--- src/rtl/mdu_pkg.sv ---
// mdu_pkg: shared op/state types and decode helpers
// for the iterative RV32M multiply/divide unit.
package mdu_pkg;

  typedef enum logic [2:0] {
    OP_MUL    = 3'b000,
    OP_MULH   = 3'b001,
    OP_MULHSU = 3'b010,
    OP_MULHU  = 3'b011,
    OP_DIV    = 3'b100,
    OP_DIVU   = 3'b101,
    OP_REM    = 3'b110,
    OP_REMU   = 3'b111
  } mdu_op_e;

  typedef enum logic [1:0] {
    IDLE,
    CALC,
    FIXUP,
    DONE
  } mdu_state_e;

  localparam int OP_IS_DIV = 2;

  function automatic logic is_div(input mdu_op_e op);
    return op[OP_IS_DIV];
  endfunction

  function automatic logic sgn_a(input mdu_op_e op);
    return op inside {OP_MUL, OP_MULH, OP_MULHSU,
                      OP_DIV, OP_REM};
  endfunction

  function automatic logic sgn_b(input mdu_op_e op);
    return op inside {OP_MUL, OP_MULH, OP_DIV, OP_REM};
  endfunction

endpackage

--- src/rtl/mdu_step.sv ---
// mdu_step: one combinational iteration, either a
// shift-add multiply step or a restoring divide step.
module mdu_step
  import mdu_pkg::*;
#(
  parameter int WIDTH = 32
) (
  input  logic             div,
  input  logic [WIDTH-1:0] acc,
  input  logic [WIDTH-1:0] mq,
  input  logic [WIDTH-1:0] opnd,
  output logic [WIDTH-1:0] acc_nxt,
  output logic [WIDTH-1:0] mq_nxt
);

  logic [WIDTH:0]   sum;
  logic [WIDTH:0]   rem;
  logic [WIDTH-1:0] diff;

  always_comb begin
    sum  = {1'b0, acc} + (mq[0] ? {1'b0, opnd} : '0);
    rem  = {acc, mq[WIDTH-1]};
    diff = rem[WIDTH-1:0] - opnd;
    if (div) begin
      // partial remainder always stays below divisor
      if (rem >= {1'b0, opnd}) begin
        acc_nxt = diff;
        mq_nxt  = {mq[WIDTH-2:0], 1'b1};
      end else begin
        acc_nxt = rem[WIDTH-1:0];
        mq_nxt  = {mq[WIDTH-2:0], 1'b0};
      end
    end else begin
      acc_nxt = sum[WIDTH:1];
      mq_nxt  = {sum[0], mq[WIDTH-1:1]};
    end
  end

endmodule

--- src/rtl/mdu.sv ---
// mdu: iterative RV32M multiply/divide, one bit per cycle.
// MDU_FAST_SPECIAL_EN skips CALC for trivial operands.
module mdu
  import mdu_pkg::*;
#(
  parameter int WIDTH = 32
) (
  input  logic             clk,
  input  logic             rst,
  input  logic             in_valid,
  output logic             in_ready,
  input  logic [2:0]       op,
  input  logic [WIDTH-1:0] a,
  input  logic [WIDTH-1:0] b,
  output logic             out_valid,
  input  logic             out_ready,
  output logic [WIDTH-1:0] result,
  output logic             busy
);

  localparam int CW = $clog2(WIDTH) + 1;
  localparam logic [WIDTH-1:0] MINV =
    {1'b1, {(WIDTH-1){1'b0}}};

  mdu_state_e       state;
  mdu_op_e          op_q;
  logic             sa, sb, bz, ovf;
  logic [WIDTH-1:0] a_q, mb, acc, mq;
  logic [CW-1:0]    cnt;

  mdu_op_e          op_e;
  logic             sa_in, sb_in, bz_in, ovf_in, fast;
  logic [WIDTH-1:0] ma, mbv;
  logic [WIDTH-1:0] acc_nxt, mq_nxt;

  assign in_ready = (state == IDLE) && !rst;
  assign busy     = (state != IDLE);

  always_comb begin
    op_e   = mdu_op_e'(op);
    sa_in  = sgn_a(op_e) & a[WIDTH-1];
    sb_in  = sgn_b(op_e) & b[WIDTH-1];
    ma     = sa_in ? -a : a;
    mbv    = sb_in ? -b : b;
    bz_in  = (b == '0);
    ovf_in = (op_e inside {OP_DIV, OP_REM}) &&
             (a == MINV) && (b == '1);
`ifdef MDU_FAST_SPECIAL_EN
    fast = is_div(op_e) ? (bz_in | ovf_in)
                        : (bz_in | (a == '0));
`else
    fast = 1'b0;
`endif
  end

  mdu_step #(.WIDTH(WIDTH)) u_step (
    .div     (is_div(op_q)),
    .acc     (acc),
    .mq      (mq),
    .opnd    (mb),
    .acc_nxt (acc_nxt),
    .mq_nxt  (mq_nxt)
  );

  logic [2*WIDTH-1:0] prod, prod_s;
  logic [WIDTH-1:0]   q_s, r_s, fix_res;
  logic               neg, rem_op;
  logic               mul_lo, mul_hi;
  logic               dv_bz, dv_ovf, dv_ok;

  always_comb begin
    neg    = sa ^ sb;
    rem_op = op_q[1];
    prod   = {acc, mq};
    prod_s = neg ? -prod : prod;
    q_s    = neg ? -mq : mq;
    r_s    = sa ? -acc : acc;
    mul_lo = (op_q == OP_MUL);
    mul_hi = !is_div(op_q) && (op_q != OP_MUL);
    dv_bz  = is_div(op_q) && bz;
    dv_ovf = is_div(op_q) && !bz && ovf;
    dv_ok  = is_div(op_q) && !bz && !ovf;
    fix_res = '0;
    unique case (1'b1)
      mul_lo: fix_res = prod_s[WIDTH-1:0];
      mul_hi: fix_res = prod_s[2*WIDTH-1:WIDTH];
      dv_bz:  fix_res = rem_op ? a_q : '1;
      dv_ovf: fix_res = rem_op ? '0 : a_q;
      dv_ok:  fix_res = rem_op ? r_s : q_s;
      default: fix_res = '0;
    endcase
  end

  always_ff @(posedge clk) begin
    if (rst) begin
      state     <= IDLE;
      out_valid <= 1'b0;
      result    <= '0;
      cnt       <= '0;
      op_q      <= OP_MUL;
      sa        <= 1'b0;
      sb        <= 1'b0;
      bz        <= 1'b0;
      ovf       <= 1'b0;
      a_q       <= '0;
      mb        <= '0;
      acc       <= '0;
      mq        <= '0;
    end else begin
      unique case (state)
        IDLE: if (in_valid) begin
          op_q  <= op_e;
          sa    <= sa_in;
          sb    <= sb_in;
          bz    <= bz_in;
          ovf   <= ovf_in;
          a_q   <= a;
          mb    <= mbv;
          acc   <= '0;
          // zero product on the fast path
          mq    <= fast ? '0 : ma;
          cnt   <= '0;
          state <= fast ? FIXUP : CALC;
        end
        CALC: begin
          acc <= acc_nxt;
          mq  <= mq_nxt;
          if (cnt == CW'(WIDTH - 1)) state <= FIXUP;
          else cnt <= cnt + 1'b1;
        end
        FIXUP: begin
          result    <= fix_res;
          out_valid <= 1'b1;
          state     <= DONE;
        end
        DONE: if (out_ready) begin
          out_valid <= 1'b0;
          state     <= IDLE;
        end
        default: state <= IDLE;
      endcase
    end
  end

endmodule
--- config.mk ---
export PLATFORM = sky130hd
export DESIGN_NAME = mdu
export DESIGN_NICKNAME = d
export VERILOG_FILES = /design/src/rtl/mdu_pkg.sv /design/src/rtl/mdu_step.sv /design/src/rtl/mdu.sv
export SDC_FILE = /design/constraint.sdc
export NUM_CORES = 1
export LEC_CHECK = 0
export BUFFER_PORTS_ARGS = -buffer_cell sky130_fd_sc_hd__buf_2
export CAP_MARGIN = 20
export CELL_PAD_IN_SITES_DETAIL_PLACEMENT = 0
export CELL_PAD_IN_SITES_GLOBAL_PLACEMENT = 1
export CORE_ASPECT_RATIO = 0.75
export CORE_MARGIN = 1.5
export CORE_UTILIZATION = 46
export DETAILED_ROUTE_END_ITERATION = 12
export PLACE_DENSITY = 0.95
export SETUP_SLACK_MARGIN = 0.02
export SYNTH_ARGS = -nofsm -noshare
export SYNTH_HDL_FRONTEND = slang
export SYNTH_SLANG_ARGS = --single-unit
--- constraint.sdc ---
create_clock -name clk -period 4.56 [get_ports clk]
set_input_delay 0 -clock clk [delete_from_list [all_inputs] [get_ports clk]]
set_output_delay 0 -clock clk [all_outputs]
set_load 0.01 [all_outputs]
==> impl_metrics.yaml, run 1 <==
placement:
  post-place-ws_ns: 0.7396
  place_inst: 2552
  dp_hpwl_um: 41920
  place_area_um2: 16020
  gp_congestion: 1.013
  port_buffers: 105
synth:
  syn_avg_cell_area_um2: 7.168
  netlist_area_um2: 15160
  syn_nets: 2263
  yosysSeqAreaShare_pct: 23.24
  ys_types: 73
  ys_async_sr_fraction_pct: 0
  synthesis.instances: 2115
  ys_seq_elements: 176
  synth_edf_count: 0
  synthFlopType: "dfxtp_1"
  synth-warning-count: 0
route:
  wire_per_inst_um: 21.66
  drt-vias-per-instance: 6.314
  vias: 16758
  wl_um: 57490
  drt-initial-drc-count: 2289
  ant_nets: 0
  drcViolationCount: 0
  dr.pass1.iters: 6
worst_setup_path:
  r2r_slack_ns: 0.54
  cp_top_family: "compound AO/OA/AOI/OAI gates"
  slowest_delay_ns: 0.80
  worstReg2RegStart: "acc[24]"
  endpoint_kind: "flip-flop"
  start_kind: "flip-flop"
  crit_type: "flip-flop to flip-flop"
  worstPathCellList: "ha_1 > nand3_1 > nor2_1 > and2_1 > a221o_1 > a2111oi_0 > and2_1 > buf_4 > o21ai_0 > a221o_1"
  reg2reg_depth: 10
  crit_path_end: "acc[14]"
  crit_buf_inv: 1
  worst-path-stages: 10
  crit_fanout: 17
  r2r-end: "acc[14]"
  crit_path_start: "acc[24]"
  cp_slowest_cell: "a2111oi_0"
  crit_arrival_ns: 4.37
  cp_data_required_time_ns: 4.92
timing:
  finalSetupTns_ns: 0
  clock.fmax_ghz: 0.2489
  whs_ns: 0.04270
  fin_ws_ns: 0.5428
  relSlewSlack_pct: 17.65
  setup_viol: 0
  tightest_slew_ns: 1.222
  maxSlewViolCount: 0
  fin_worst_skew_ns: 0.01609
  fin_crit_ns: 4.017
  timing.final.crit_share_pct: 88.10
  report.final.hold_viol_count: 0
  rsz0062_at_grt: "false"
final_layout:
  diodes: 0
  final_area_um2: 17290
  syn_to_final_growth_pct: 14.08
  layout-drive-gt1-share_pct: 10.13
  nNetsFinal: 2348
  instances_no_fill: 2654
grt:
  antenna_found_initial: 0
  overflow: 0
  grt_pass1_vias: 15189
  grt_usage_pct: 33.36
  grt_max_degree: 84
  grt_pass1_wl_um: 88420
die:
  core_area_um2: 32380
  die_h_um: 160.2
  io_pins: 106
  die_x_um: 212.6
  row_count: 57
  initial_core_util_pct: 46.82
  dieArea_um2: 34060
clocking:
  cts_setup_buffers: 0
  htreeDepth: 4
  clock_sinks: 176
  worstSkewPairLatency_ns: 0.46
  cts_tree: "done"
  clockRootBuffer: "clkbuf_16"
  path_clk_slew_ns: 0.08
  max-clock-path-buffers: 2
  cts_buffers: 17
worst_hold_path:
  holdPathStages: 3
  hp-class: "input port to flip-flop"
flow_run:
  max_cap_violations: 0
power:
  cellLeakagePower_nw: 6.877
  vdd_drop_max_uv: 559.9
  p_per_area_nw_per_um2: 536.3
status:
  status: "finished, final reports clean"
==> final cells by class <==
class	count	area (µm²)
clock buffers	20	456.7
inverters	81	304.0
clock inverters	11	106.4
fillers	3132	15080
multi-input cells	1704	10780
well taps	442	553.0
repair buffers	220	1569
flip-flops and latches	176	3525
==> through the flow <==
stage,utilization (%),power [mW]
after floorplan,-,5.887
after global routing,53.41,9.800
after detailed placement,49.48,7.540
after CTS,53.41,9.082
final,53.41,9.275
after global placement,49.48,7.453
==> state kept, by name, indices dropped and copies added, names as in the netlist <==
signal     flops
sb             1
sa             1
out_valid      1
ovf            1
cnt            6
acc           32
a_q           32
bz             1
result        32
mq            32
op_q           3
state          2
mb            32
==> worst min path at each step <==
stage,end,from,slack [ns]
5_1_grt,mb[11],b[10],0.07
3_3_place_gp,a_q[15],a[15],0.27
2_1_floorplan,a_q[10],a[10],0.14
4_1_cts,mb[8],b[8],0.02
6_report,mb[8],b[8],0.04
3_5_place_dp,a_q[15],a[15],0.26
==> synth_stat cells (all sizes together) (6+ instances only) <==
master	instances	area share, %
nor3	63	2.1
or4	17	0.94
o221ai	10	0.58
o31ai	25	1.3
a21o	32	1.6
a311oi	8	0.46
nor2b	8	0.33
nand2	267	6.6
nand2b	16	0.66
and2	11	0.45
ha	75	6.2
o21ai	148	4.9
and3	12	0.50
clkbuf	139	3.4
a31oi	20	0.83
a211oi	45	2.2
xnor2	106	6.1
or3	23	0.95
buf	15	0.51
inv	80	2.0
nor2	200	5.0
xor2	96	5.5
a21oi	211	7.0
nand4	26	1.2
a22oi	21	1.0
or2	9	0.37
nor4	19	0.97
mux2i	41	2.7
nand3	35	1.2
a221oi	31	1.9
dfxtp	176	23
o21a	6	0.30
o41ai	11	0.78
o211ai	55	2.7
==> layout by cell type (no fill, tap or decap), drive strengths merged, types with 75 or more instances in the layout <==
cell / n
nor2: 200
nand2: 267
ha: 75
dfxtp: 176
xor2: 96
xnor2: 106
a21oi: 211
o21ai: 148
buf: 149
inv: 82
==> worst register-to-register path, delay by kind of cell, from the launching register on <==
family,cells,cell delay [ns]
simple gates,4,0.93
flops,1,0.62
fa+ha+maj,1,0.40
compound gates,4,1.64
buf+inv,1,0.33
==> what timing repair did <==
action	CTS	global route
gates resized for setup	0	0
hold endpoints to repair	76	0
hold buffers	71	0
==> routing by layer <==
metal	track usage, %	vias to the layer above	wire length (µm)
met2	45.04	1037	22650
met5	0	-	0
met4	8.253	0	998
li1	-	7771	-
met1	50.13	7851	25960
met3	10.54	99	7875
==> cells by family (layout without fill, tap and decap cells) <==
logic type	after synthesis	after routing	synth area share [%]
xor gates and xnor gates	202	202	11.67
DFF	176	176	23.24
and+or+nand+nor	722	722	22.17
muxes	43	43	2.856
AOI/OAI and AO/OA	660	660	27.64
adders and majority gates	77	77	6.454
buffers and inverters	235	332	5.967
==> report_power, final <==
part	total, mW	switching, mW	internal, mW
registers	2.41	0.473	1.94
clock network	1.49	0.706	0.781
logic	5.38	3.51	1.87
total	9.27	4.68	4.59
No activity file was read; power rests on OpenSTA's default activity.
==> inputs of run 2 (changes only) <==
--- a/config.mk
+++ b/config.mk
@@ -13,7 +13,7 @@
 export CORE_MARGIN = 1.5
 export CORE_UTILIZATION = 46
 export DETAILED_ROUTE_END_ITERATION = 12
-export PLACE_DENSITY = 0.95
+export PLACE_DENSITY = 0.85
 export SETUP_SLACK_MARGIN = 0.02
 export SYNTH_ARGS = -nofsm -noshare
 export SYNTH_HDL_FRONTEND = slang
==> constraint.sdc (replaced) <==
create_clock -name clk -period 4.56 [get_ports clk]
set_input_delay 0.456 -clock clk [delete_from_list [all_inputs] [get_ports clk]]
set_output_delay 0.456 -clock clk [all_outputs]
set_load 0.01 [all_outputs]
==> impl_metrics.yaml, run 2 (same netlist as run 1, synthesis figures left out) <==
status:
  status: "finished, final reports clean"
worst_setup_path:
  worst-path-stages: 9
  worstReg2RegStart: "acc[26]"
  r2r_slack_ns: 0.56
  reg2reg_depth: 9
  crit_type: "flip-flop to flip-flop"
  r2r-end: "acc[14]"
  start_kind: "flip-flop"
  cp_slowest_cell: "a2111oi_0"
  crit_path_end: "acc[14]"
  cp_top_family: "compound AO/OA/AOI/OAI gates"
  crit_arrival_ns: 4.34
  worstPathCellList: "ha_1 > nand3_1 > nor2_1 > and2_1 > a221o_1 > a2111oi_0 > and2_1 > o21ai_0 > a221o_1"
  endpoint_kind: "flip-flop"
  crit_fanout: 19
  crit_buf_inv: 0
  slowest_delay_ns: 0.81
  crit_path_start: "acc[26]"
  cp_data_required_time_ns: 4.90
die:
  row_count: 57
  die_h_um: 160.2
  dieArea_um2: 34060
  core_area_um2: 32380
  io_pins: 106
  die_x_um: 212.6
  initial_core_util_pct: 46.82
grt:
  grt_pass1_wl_um: 88720
  grt_usage_pct: 33.81
  grt_util_met1_pct: 51.41
  gr-max-usage-layer: "met1"
  met2_usage_pct: 45.07
  grt_pass1_vias: 14741
  antenna_found_initial: 1
  grt_max_degree: 87
  overflow: 0
  use_met3_pct: 11.64
final_layout:
  layout-drive-gt1-share_pct: 10.59
  ff_latch_area_um2: 3525
  syn_to_final_growth_pct: 9.780
  final_cell_mix: "267 x nand2_1, 210 x a21oi_1, 197 x nor2_1"
  instances_no_fill: 2586
  layout_commonest_cell: "nand2_1"
  fill_cells: 3250
  nNetsFinal: 2278
  multi_input_area_um2: 10770
power:
  cellLeakagePower_nw: 6.615
  vdd_drop_max_uv: 611.9
  p_per_area_nw_per_um2: 562.6
route:
  ant_nets: 0
  drt-initial-drc-count: 1873
  vias: 16220
  dr.pass1.iters: 5
  drcViolationCount: 0
  wire_per_inst_um: 22.23
  wl_um: 57500
  drt-vias-per-instance: 6.272
clocking:
  cts_buffers: 17
  cts-resized-gates: 0
  cts_tree: "done"
  htreeDepth: 4
  cts_setup_buffers: 0
  clockRootBuffer: "clkbuf_16"
  worstSkewPairLatency_ns: 0.45
  clock_sinks: 176
  hold_buffers: 0
  path_clk_slew_ns: 0.07
  max-clock-path-buffers: 2
timing:
  fin_crit_ns: 3.998
  rsz0062_at_grt: "false"
  relSlewSlack_pct: 24.43
  clock.fmax_ghz: 0.2501
  timing.final.crit_share_pct: 87.68
  finalSetupTns_ns: 0
  fin_worst_skew_ns: 0.007818
  report.final.hold_viol_count: 0
  tightest_slew_ns: 1.134
  maxSlewViolCount: 0
  setup_viol: 0
placement:
  dp_hpwl_um: 43120
  port_buffers: 105
  place_inst: 2553
  gp_congestion: 0.9577
worst_hold_path:
  hp-class: "input port to flip-flop"
flow_run:
  max_cap_violations: 0
run 2: through the flow:
stage                     worst slack [ns]  hold WS, ns  cell area, µm²  power [mW]  utilization [%]
final                               0.5617       0.2530           16640       9.363            51.40
after global routing                0.3189       0.2432           16640       9.943            51.39
after CTS                           0.5794       0.2399           16640       9.192            51.39
after detailed placement            0.6449       0.4442           16020       7.606            49.47
after global placement              0.8075       0.4403           16020       7.562            49.47
after floorplan                      1.304       0.4319           15160       5.887                -
run 2: layout make-up:
type | count | area share, %
Timing Repair Buffer | 150 | 5.203
Multi-Input combinational cell | 1704 | 64.71
Clock buffer | 21 | 2.887
Clock inverter | 11 | 0.8571
Antenna cell | 1 | 0.01504
Tap cell | 442 | 3.323
Inverter | 81 | 1.827
Sequential cell | 176 | 21.18
run 2: worst min-delay path by stage:
stage / from / to / cells past startpoint
finish: a[15] / a_q[15] / 3
global route: rst / op_q[1] / 2
CTS: rst / op_q[1] / 2
detailed placement: a_q[7] / a_q[7] / 2
global placement: a_q[28] / a_q[28] / 2
floorplan: mb[21] / mb[21] / 2
run 2: tightest hold or removal path: cells and delay by family:
kind | cells | cell delay (ns)
buf+inv | 1 | 0.10
compound gates | 1 | 0.05
simple gates | 1 | 0.05
run 2: routing by layer:
metal	up-vias	share of wire (%)
met2	900	39
met4	2	1.5
met1	7615	47
met3	70	13
met5	-	0.021
li1	7633	-
run 2: power by group:
group | internal (mW) | switching [mW] | leakage [nW]
logic | 1.84 | 3.52 | 4.87
registers | 1.94 | 0.473 | 1.44
clock network | 0.883 | 0.702 | 0.305
total | 4.66 | 4.70 | 6.62
==> inputs of run 3 (changes only) <==
--- a/config.mk
+++ b/config.mk
@@ -5,15 +5,17 @@
 export SDC_FILE = /design/constraint.sdc
 export NUM_CORES = 1
 export LEC_CHECK = 0
+export ABC_AREA = 1
 export BUFFER_PORTS_ARGS = -buffer_cell sky130_fd_sc_hd__buf_2
 export CAP_MARGIN = 20
 export CELL_PAD_IN_SITES_DETAIL_PLACEMENT = 0
 export CELL_PAD_IN_SITES_GLOBAL_PLACEMENT = 1
 export CORE_ASPECT_RATIO = 0.75
 export CORE_MARGIN = 1.5
-export CORE_UTILIZATION = 46
+export CORE_UTILIZATION = 43
+export CTS_BUF_LIST = sky130_fd_sc_hd__clkbuf_4 sky130_fd_sc_hd__clkbuf_8 sky130_fd_sc_hd__clkbuf_16
 export DETAILED_ROUTE_END_ITERATION = 12
-export PLACE_DENSITY = 0.85
+export PLACE_DENSITY = 0.84
 export SETUP_SLACK_MARGIN = 0.02
 export SYNTH_ARGS = -nofsm -noshare
 export SYNTH_HDL_FRONTEND = slang
==> constraint.sdc (replaced) <==
create_clock -name clk -period 3.9 [get_ports clk]
set_input_delay 0.39 -clock clk [delete_from_list [all_inputs] [get_ports clk]]
set_output_delay 0.39 -clock clk [all_outputs]
set_load 0.01 [all_outputs]
==> impl_metrics.yaml, run 3 <==
route:
  drcViolationCount: 0
  drt-vias-per-instance: 5.796
  wire_per_inst_um: 22.12
  ant_nets: 0
  vias: 22507
  drt-initial-drc-count: 3160
  dr.pass1.iters: 6
  wl_um: 85880
timing:
  setup_viol: 0
  rsz0062_at_grt: "false"
  finalSetupTns_ns: 0
  relSlewSlack_pct: 21.87
  report.final.hold_viol_count: 0
  fin_crit_ns: 3.326
  timing.final.crit_share_pct: 85.29
  tightest_slew_ns: 1.164
  fin_worst_skew_ns: 0.01385
  clock.fmax_ghz: 0.3006
  fin_ws_ns: 0.5738
  maxSlewViolCount: 0
grt:
  met2_usage_pct: 46.26
  grt_pass1_vias: 19705
  grt_pass1_wl_um: 124700
  grt_usage_pct: 38.52
  use_met3_pct: 16.56
  grt_util_met1_pct: 60.49
  overflow: 0
  antenna_found_initial: 2
  grt_max_degree: 90
  gr-max-usage-layer: "met1"
clocking:
  clockRootBuffer: "clkbuf_16"
  cts_buffers: 17
  clock_sinks: 176
  max-clock-path-buffers: 2
  cts_tree: "done"
  htreeDepth: 4
  worstSkewPairLatency_ns: 0.47
  hold_buffers: 0
  path_clk_slew_ns: 0.07
  cts-resized-gates: 0
  cts_setup_buffers: 0
worst_setup_path:
  crit_fanout: 31
  crit_arrival_ns: 3.71
  crit_type: "flip-flop to flip-flop"
  cp_top_family: "simple AND/OR/NAND/NOR gates"
  cp_data_required_time_ns: 4.28
  start_kind: "flip-flop"
  cp_slowest_cell: "fa_1"
  endpoint_kind: "flip-flop"
  worstPathCellList: "buf_4 > nand2_1 > fa_1 > o21ai_2 > inv_1 > o21bai_1 > nand2_1 > nand3_1 > nand2_1 > nand2_1 > nand2_1 > inv_1 > nand2_1 > a21oi_1"
  crit_buf_inv: 3
  slowest_delay_ns: 0.59
  crit_path_frequent_cell: "nand2_1"
synth:
  ys_async_sr_fraction_pct: 0
  yosys-top-cells-area: "dfxtp_1 19%, nand2_1 17%, inv_1 9.3%"
  synth_common_cells: "812 x nand2_1, 454 x inv_1, 321 x nor2_1, 311 x nand3_1, 297 x o21ai_0"
  synth_top_area_share_pct: 19.21
  syn_avg_cell_area_um2: 5.616
  yosysSeqAreaShare_pct: 19.21
  ys_seq_elements: 176
  yosys.area.top_type: "dfxtp_1"
  synth-warning-count: 0
  netlist_area_um2: 18340
  synth_edf_count: 0
  synthFlopType: "dfxtp_1"
  synthesis.instances: 3266
  ys_types: 59
  synth_most_common_cell: "nand2_1"
  syn_nets: 3414
placement:
  post-place-ws_ns: 0.7326
  dp_hpwl_um: 68940
  port_buffers: 105
  gp_congestion: 1.048
  place_area_um2: 19370
die:
  die_h_um: 181.9
  die_x_um: 241.5
  core_area_um2: 42050
  io_pins: 106
  dieArea_um2: 43920
  initial_core_util_pct: 43.62
  row_count: 65
power:
  cellLeakagePower_nw: 9.773
  vdd_drop_max_uv: 1208
  p_per_area_nw_per_um2: 708.6
final_layout:
  diodes: 0
  final_cell_mix: "811 x nand2_1, 452 x inv_1, 319 x nor2_1"
  layout_commonest_cell: "nand2_1"
  layout-drive-gt1-share_pct: 7.876
  final_area_um2: 19980
  nNetsFinal: 3449
  fill_cells: 4575
  syn_to_final_growth_pct: 8.916
status:
  status: "finished, final reports clean"
worst_hold_path:
  hp-class: "input port to flip-flop"
flow_run:
  max_cap_violations: 0
[run 3: cell count changes after synthesis, moves of 29 or more]
| cell | change |
|---|---|
| nand4_1 | +29 |
| inv_1 | +374 |
| xor2_1 | -38 |
| xnor2_1 | -97 |
| a211oi_1 | -40 |
| nand3_1 | +276 |
| a21oi_1 | +79 |
| mux2i_1 | -41 |
| clkbuf_1 | -46 |
| o21ai_0 | +152 |
| nor2_1 | +121 |
| nand2_1 | +545 |
[run 3: worst register-to-register path, cell delays in order, from the launching register on]
cell and delay (ns):
dfxtp_1 0.44, buf_4 0.42, nand2_1 0.33, fa_1 0.59, o21ai_2 0.34, inv_1 0.07
o21bai_1 0.32, nand2_1 0.16, nand3_1 0.14, nand2_1 0.07, nand2_1 0.09, nand2_1 0.05
inv_1 0.05, nand2_1 0.04, a21oi_1 0.13
[run 3: per-layer routing]
metal,wire length [µm],vias to the layer above
met2,29670,1312
met4,1349,4
met5,23,-
met1,41320,10350
met3,13510,89
li1,-,10752
[run 3: cell families (layout without fill, tap and decap cells)]
logic type | after synthesis | count (layout) | share of synthesized area (%)
compound gates | 718 | 718 | 21.15
xor+xnor | 68 | 68 | 3.288
fa+ha+maj | 77 | 77 | 5.335
buf+inv | 601 | 649 | 12.73
flops | 176 | 176 | 19.21
simple gates | 1626 | 1626 | 38.28
[run 3: report_power, final]
group	switching (mW)	total (mW)	internal [mW]
clock network	0.881	1.85	0.971
logic	6.74	9.25	2.52
registers	0.759	3.05	2.29
[run 3: worst paths after layout]
check / startpoint / endpoint / slack, ns / depth (start not counted)
worst min register to register: a_q[27] / a_q[27] / 0.48 / 2
worst min-delay path: out_ready / out_valid / 0.21 / 4
worst max-delay path: mq[0] / acc[31] / 0.57 / 14
worst max register to register: mq[0] / acc[31] / 0.57 / 14
[run 3: metrics by stage]
stage	power [mW]	std cells	hold WS [ns]	utilization, %
finish	14.16	3883	0.2062	47.51
global route	15.01	3883	0.2137	47.51
CTS	13.71	3883	0.1760	47.51
detailed placement	11.85	3851	0.4664	46.07
global placement	11.82	3851	0.4619	46.07
floorplan	8.729	3266	0.4361	-
[run 3: area by class of cell]
type,count,area [µm²],area share [%]
inverter,468,1759,8.806
clock inverter,11,130.1,0.6514
tap,569,711.9,3.564
timing repair buffer,149,868.3,4.347
sequential,176,3525,17.64
multi-input combinational,2489,12510,62.61
clock buffer,21,474.2,2.374
